## config.mk

```make
export PLATFORM = sky130hd
export DESIGN_NAME = fetch_stage
export DESIGN_NICKNAME = d
export VERILOG_FILES = /design/src/rtl/cpu_defs_pkg.sv /design/src/rtl/if_id_reg.sv /design/src/rtl/fetch_stage.sv
export SDC_FILE = /design/constraint.sdc
export NUM_CORES = 1
export LEC_CHECK = 0
export CAP_MARGIN = 20
export CELL_PAD_IN_SITES_DETAIL_PLACEMENT = 1
export CELL_PAD_IN_SITES_GLOBAL_PLACEMENT = 1
export CORE_MARGIN = 2
export CORE_UTILIZATION = 35
export CTS_CLUSTER_SIZE = 14
export DETAILED_ROUTE_END_ITERATION = 7
export PLACE_DENSITY_LB_ADDON = 0.1
export SYNTH_ARGS = -nofsm -noshare
export SYNTH_HDL_FRONTEND = slang
export SYNTH_HIERARCHICAL = 1
export SYNTH_SLANG_ARGS = --single-unit
```

## constraint.sdc

```tcl
create_clock -name clk -period 2.26 [get_ports clk]
set_input_delay 0.452 -clock clk [delete_from_list [all_inputs] [get_ports clk]]
set_output_delay 0.452 -clock clk [all_outputs]
set_load 0.1 [all_outputs]
```

## src/rtl/cpu_defs_pkg.sv

```systemverilog
// Shared CPU definitions: datapath width, NOP encoding, fetch FSM states and IF/ID payload.
package cpu_defs_pkg;

  localparam int unsigned XLEN = 32;
  localparam logic [XLEN-1:0] NOP_INSTR_DEF = 32'h0000_0013;
  localparam logic [XLEN-1:0] PC_INC = 32'd4;

  typedef enum logic [1:0] {
    ST_RUN    = 2'd0,
    ST_HALTED = 2'd1,
    ST_FAULT  = 2'd2
  } fetch_state_t;

  typedef struct packed {
    logic [XLEN-1:0] instr;
    logic [XLEN-1:0] pc;
    logic [XLEN-1:0] pc_plus4;
  } if_id_t;

endpackage

```

## src/rtl/if_id_reg.sv

```systemverilog
// IF/ID pipeline register with load/flush/drain controls; reset and flush leave a NOP behind.
module if_id_reg
  import cpu_defs_pkg::*;
#(
  parameter logic [XLEN-1:0] NOP_INSTR = NOP_INSTR_DEF
) (
  input  logic   clk,
  input  logic   reset,
  input  logic   load,
  input  logic   flush,
  input  logic   drain,
  input  if_id_t d,
  output logic   valid,
  output if_id_t q
);

  // Priority: reset, flush, load, drain (consume without replacing), hold.
  always_ff @(posedge clk) begin
    if (reset) begin
      valid      <= 1'b0;
      q.instr    <= NOP_INSTR;
      q.pc       <= '0;
      q.pc_plus4 <= '0;
    end else if (flush) begin
      valid   <= 1'b0;
      q.instr <= NOP_INSTR;
    end else if (load) begin
      valid <= 1'b1;
      q     <= d;
    end else if (drain) begin
      valid <= 1'b0;
    end
  end

endmodule

```

## src/rtl/fetch_stage.sv

```systemverilog
// Instruction fetch stage: PC, redirect/halt FSM and IF/ID handoff to decode.
// Optional misaligned-redirect trap enabled by defining FETCH_ALIGN_CHECK_EN.
module fetch_stage
  import cpu_defs_pkg::*;
#(
  parameter logic [XLEN-1:0] RESET_PC  = 32'h0000_0000,
  parameter logic [XLEN-1:0] NOP_INSTR = NOP_INSTR_DEF
) (
  input  logic            clk,
  input  logic            reset,
  output logic [XLEN-1:0] imem_addr,
  input  logic [XLEN-1:0] imem_instr,
  input  logic            redirect_valid,
  input  logic [XLEN-1:0] redirect_pc,
  input  logic            halt_req,
  output logic            id_valid,
  input  logic            id_ready,
  output logic [XLEN-1:0] id_instr,
  output logic [XLEN-1:0] id_pc,
  output logic [XLEN-1:0] id_pc_plus4,
  output logic            halted,
  output logic            fetch_fault
);

  fetch_state_t    state, state_next;
  logic [XLEN-1:0] pc, pc_next;
  logic            halted_next, fault_next;
  logic            ifid_load, ifid_flush, ifid_drain;
  logic            adv;
  if_id_t          ifid_d, ifid_q;

  // pc may hold a raw misaligned target for debug; memory only ever sees a word address.
  assign imem_addr = {pc[XLEN-1:2], 2'b00};

  assign adv = (state == ST_RUN) && (!id_valid || id_ready);

  always_comb begin
    state_next = state;
    pc_next    = pc;
    fault_next = fetch_fault;
    ifid_load  = 1'b0;
    ifid_flush = 1'b0;
    ifid_drain = 1'b0;
    case (state)
      ST_RUN: begin
        if (redirect_valid) begin
          ifid_flush = 1'b1;
`ifdef FETCH_ALIGN_CHECK_EN
          pc_next = redirect_pc;
          if (redirect_pc[1:0] != 2'b00) begin
            state_next = ST_FAULT;
            fault_next = 1'b1;
          end
`else
          pc_next = {redirect_pc[XLEN-1:2], 2'b00};
`endif
        end else if (halt_req) begin
          state_next = ST_HALTED;
          ifid_drain = id_valid && id_ready;
        end else if (adv) begin
          ifid_load = 1'b1;
          pc_next   = pc + PC_INC;
        end
      end
      default: ifid_drain = id_valid && id_ready;
    endcase
    halted_next = (state_next != ST_RUN);
  end

`ifndef FETCH_ALIGN_CHECK_EN
  logic unused_redirect_lsb;
  assign unused_redirect_lsb = ^redirect_pc[1:0];
`endif

  always_ff @(posedge clk) begin
    if (reset) begin
      state       <= ST_RUN;
      pc          <= RESET_PC;
      halted      <= 1'b0;
      fetch_fault <= 1'b0;
    end else begin
      state       <= state_next;
      pc          <= pc_next;
      halted      <= halted_next;
      fetch_fault <= fault_next;
    end
  end

  assign ifid_d.instr    = imem_instr;
  assign ifid_d.pc       = pc;
  assign ifid_d.pc_plus4 = pc + PC_INC;

  if_id_reg #(
    .NOP_INSTR(NOP_INSTR)
  ) u_if_id (
    .clk   (clk),
    .reset (reset),
    .load  (ifid_load),
    .flush (ifid_flush),
    .drain (ifid_drain),
    .d     (ifid_d),
    .valid (id_valid),
    .q     (ifid_q)
  );

  assign id_instr    = ifid_q.instr;
  assign id_pc       = ifid_q.pc;
  assign id_pc_plus4 = ifid_q.pc_plus4;

endmodule

```

======== Word level (Yosys, flattened, before mapping) ========
Index checks and enable logic that the tools add are counted.
W data, S select, Z words.
word-level totals
  input bits .............................. 69
  logic and storage cells ................. 38
  flip-flop bits (word level) ............. 132
  output and inout port bits .............. 131
cells by class
  bitwise gates (word level) .............. 1
  reductions and logical operators ........ 11
  mux-type cells .......................... 17
  $add $sub $neg .......................... 1
  equal/unequal tests ..................... 1
operator list
  operator                 number
  $mux W32                 3
  $add A32 B3 Y32 const B  1
  $mux W1                  11
  $mux W2                  3
  $reduce_bool A2 Y1       3
  $reduce_and A3 Y1        1
  $logic_and A1 B1 Y1      2
  $logic_not A2 Y1         1
  $ne A2 B2 Y1 const B     1
  $reduce_and A2 Y1        1
  $reduce_or A2 Y1         1
  $logic_not A1 Y1         1
  $logic_or A1 B1 Y1       1
  $not A1 Y1               1

======== Longest topological paths before layout ========
Gate-level depths: netlist of run 1.
  depth in word-level cells ............... 8
  mapped depth ............................ 9
  gate-level depth less buffers ........... 7

======== Hierarchy ========
Netlist of run 1, hierarchy kept.
modules (own cells, without submodules)
  module       cells each  times used  sequential area each (um2)  area an instance (um2)
  if_id_reg    400         1           1,941.9                     4,061.4
  fetch_stage  375         1           660.6                       2,810.2

======== Worst setup path before layout of run 1 ========
No wires, ideal clock.
  kind .................................... register to register
  start ................................... reg u_if_id.valid
  end ..................................... reg u_if_id/q[64] (netlist name)
  path slack .............................. 0.089 ns
  arrival ................................. 2.047 ns
  cell stages (with the launch flop) ...... 9
  required time ........................... 2.137 ns
  period minus slack after synthesis ...... 2.171 ns
  path buffers ............................ 3
  setup time .............................. 0.123 ns
  cell sequence ........................... dfxtp_1 > nand2b_1 > nand3b_1 > nor2_1 > buf_2 > buf_4 > buf_4 > mux2i_1 > nand2_1
between the ends
  word-level cells in the longest chain between the ends .. 7
RTL lines
  element                   line               RTL
  start: declaration        if_id_reg.sv:13    output logic valid,
  start signal: assignment  if_id_reg.sv:20    valid <= 1'b0;
  start signal: assignment  if_id_reg.sv:25    valid <= 1'b0;
  start signal: assignment  if_id_reg.sv:28    valid <= 1'b1;
  $logic_not A1 Y1          fetch_stage.sv:35  assign adv = (state == ST_RUN) && (!id_valid || id_ready);
  $logic_or A1 B1 Y1        fetch_stage.sv:35
  $logic_and A1 B1 Y1       fetch_stage.sv:35
  $mux W1                   fetch_stage.sv:60  end else if (adv) begin
  $mux W1                   fetch_stage.sv:57  end else if (halt_req) begin
  $mux W1                   fetch_stage.sv:46  if (redirect_valid) begin
  $mux W1                   fetch_stage.sv:44  case (state)
  via ifid_load             fetch_stage.sv:28  logic ifid_load, ifid_flush, ifid_drain;
  end: declaration          if_id_reg.sv:14    output if_id_t q
The timed path passes the listed nets, and every way through them passes these cells.
A chain may end at the register's enable or synchronous reset.

==> impl_results.md, run 1 <==
- Most instantiated cells after synthesis: dfxtp_1 (130), nand2b_1 (68), nand4bb_1 (64)
- Synthesized area per cell: between 8 and 9 sq um
- Mapped cell area: 0.00687 sq mm
- Worst setup SP type: register
- Yosys top cell by area: dfxtp_1
- Clock skew: about 0.0078 ns
- DRT Pass-1 Iters: 4
- Design area: 0.00941 sq mm
- P_int: roughly 4.5 mW
- Vias: approximately 6.4k
- DRT antenna net count: 0
- Root Driver: clkbuf_16
- Post-synth ARST share: 0%
- Total of max-cap violations: 0
- Sink Count: 130
- EDFF count, synth: 0
- Vias in the first global route: 6688
- Post-layout minimum cycle time: 2.11 ns
- Crit path max fanout: 11
- Worst-skew pair later-pin latency: about 0.42 ns
- Io pins: 200
- Setup_tns: 0 ns
- Logic gate share of total power: roughly 22%
- R2R setup slack: roughly 0.15 ns
- WHS: around 0.46 ns
- Final wirelength: roughly 22000 um
- RSZ-0062 raised after global routing: true
- Leak: ~3.7 nW
- CTS clk-pin slew, worst paths: ~0.06 ns
- Switch Pwr: 2.19 mW
- Total CTS buffers: 17
- Remaining Overflow, GRT: 0
- Arrival time worst endpoint: roughly 2.5 ns
- Worst Setup End Kind: register
- TritonCTS clock tree: yes
- Routed WL per cell: 18.3 um
- Endpoints failing setup: 0
- Initial Utilization: 35.5%
- Period utilisation layout: between 90% and 100%
- Core ar.: 0.0193 sq mm
- Primary flip-flop cell chosen by synthesis mapping: dfxtp_1
- Starting DRT DRC Count: approximately 260
- Hold-fix buffers, CTS: 0
- Final nets: 1022
- CP max stage delay: between 0.4 and 0.5 ns
- Area delta synth->final: 37.0%
- Max-slew violations: 0
- Synthesized flop and latch total: 130
- Post-Route Utilization: between 40% and 50%
- Worst-Margin Slew: approximately 0.63 ns
- First-pass GRT wire length: between 30000 and 40000 um
- Clk buf depth: 2
- Netlist cell types: 64
- Clock Power Share: about two fifths
- Largest net degree at the start of global routing: just over 60
- CP Cell Sequence: and4_2 > nand4_4 > nor4_2 > xor2_1 > nand4bb_1 > o21ai_1
- Part of the Yosys area used for sequential elements: 37.9%
- PostCTS Resize Cnt: 0
- Number of vias per cell: slightly above 5
- H-tree Lvls: 4
- Setup bufs post-CTS: 0
- Synth Instances: slightly below 800
- DP Area: 0.00882 sq mm
- Std cell rows: between 50 and 60
- Outcome: finished clean
- Die width: between 100 and 150 um
- GPL Wtd Cong: 0.851
- Max Clock Freq: between 400 and 500 MHz
- Slew Limit Headroom: between 50% and 60%
- Slowest cell on the critical path: nor4_2
- Die Y-Extent: around 140 um
- Top post-synthesis cells by area: dfxtp_1 (38%), nand4bb_1 (10%), nand2b_1 (6.2%), mux2i_1 (5.4%), buf_4 (4.3%)
- Hold Fails Final Rpt: 0
- Share of layout cells above drive strength 1: roughly a quarter
- Maximum vdd ir drop: approximately 0.00055 V
- YS warnings: 6
- Register share of total power: a little over a third
- Pwr dens: around 710 mW/mm^2
- Most common cell in the netlist: dfxtp_1
- Initial antenna violation count: 0
- Switching Fraction: between 30 and 40%
- Die ar.: roughly 0.021 sq mm
- CP Class: register to register
- Post-synth top area share: 37.9%
- Gr usage total: roughly 21%
- Post-DP HPWL: 16600 um
- Min-delay worst type: register to register
- Worst Path Required: around 2.6 ns
- # DRC: 0
- PortBufs: slightly below 200
## power groups by stage
stage               logic (mW)  clock network, mW  registers, mW
finish                    1.49               2.76           2.43
global route              1.56               2.92           2.44
CTS                       1.50               2.83           2.44
detailed placement        1.49                  0           2.48
global placement          1.47                  0           2.48
floorplan                0.775                  0           2.77
## logic make-up after synthesis
family	count (synthesis)	share of synthesized area, %
adders and majority gates	1	0.182
DFF	130	37.9
other	1	0.0546
AOI/OAI and AO/OA	151	13.3
and+or+nand+nor	314	30.5
buffers and inverters	113	9.09
muxes	37	5.39
xor gates and xnor gates	28	3.57
## final timing paths
check	to	start	cells past startpoint
hold reg to reg	u_if_id/q[47]$_SDFFE_PP0P_	u_if_id/q[47]$_SDFFE_PP0P_	2
setup reg to reg	u_if_id/q[27]$_SDFFE_PP0P_	pc[13]$_SDFFE_PP0P_	6
setup / recovery	u_if_id/q[27]$_SDFFE_PP0P_	pc[13]$_SDFFE_PP0P_	6
hold / removal	u_if_id/q[47]$_SDFFE_PP0P_	u_if_id/q[47]$_SDFFE_PP0P_	2
## metal layers
layer,wire [um],up-vias,share of wire [%],global-route usage [%]
li1,-,3059,-,-
met1,9200,3146,41,24.3
met2,12100,129,54,39.7
met3,892,18,4.0,4.24
met4,269,0,1.2,8.00
met5,0,-,0,0
## layout by cell type, fill, tap and decap left out, types with 3 or more instances in the layout
cell type,n
a21oi_2,3
nand2_1,48
o41ai_1,4
nand2b_1,68
o21a_1,3
o21ai_0,38
nor4_2,3
and3_1,10
clkdlybuf4s50_1,64
a22o_1,4
o21ai_1,44
clkinvlp_4,3
nor2b_1,6
clkinv_4,4
nor2_1,52
conb_1,7
a21o_1,3
mux2i_1,37
clkbuf_16,17
a32o_1,4
buf_4,184
inv_1,7
nor3_1,6
o31ai_1,5
xnor2_1,12
and2_1,4
a21oi_1,20
nand3_1,16
a31oi_1,8
xor2_1,16
nand4_1,9
dfxtp_1,130
nor4_1,9
nand4bb_1,64
buf_12,7
## worst max-delay path: cells and delay by family (launching register included)
| kind | cells | cell delay (ns) |
|---|---|---|
| AO/OA/AOI/OAI | 1 | 0.10 |
| flip-flops | 1 | 0.45 |
| AND/OR/NAND/NOR | 4 | 1.23 |
| XOR/XNOR | 1 | 0.26 |
## flip-flops by register name, summed over array words and instances (netlist names)
register,count
state,2
halted,1
u_if_id/valid,1
u_if_id/q,96
pc,30
## metrics by stage
step                worst slack [ns]  cells  power (mW)
finish                         0.151   1231        6.68
global route                -0.00769   1230        6.93
CTS                           0.0524   1230        6.77
detailed placement           -0.0243   1198        3.98
global placement              0.0824   1198        3.95
floorplan                     0.0894    781        3.55
## area by class of cell
class | count | area (sq um)
clock inverters | 14 | 156
repair buffers | 256 | 2170
clock buffers | 18 | 429
flip-flops and latches | 130 | 2600
multi-input cells | 538 | 3690
fillers | 2276 | 9920
inverters | 9 | 33.8
diodes | 1 | 2.50
well taps | 265 | 332
Note: power is estimated with default switching activity, not from simulation.
==> inputs of run 2 (changes only) <==
--- a/config.mk
+++ b/config.mk
@@ -5,6 +5,7 @@
 export SDC_FILE = /design/constraint.sdc
 export NUM_CORES = 1
 export LEC_CHECK = 0
+export ABC_CLOCK_PERIOD_IN_PS = 2260
 export CAP_MARGIN = 20
 export CELL_PAD_IN_SITES_DETAIL_PLACEMENT = 1
 export CELL_PAD_IN_SITES_GLOBAL_PLACEMENT = 1
==> results of run 2 <==
The final DEF is identical to that of run 1; final timing and power are the same.
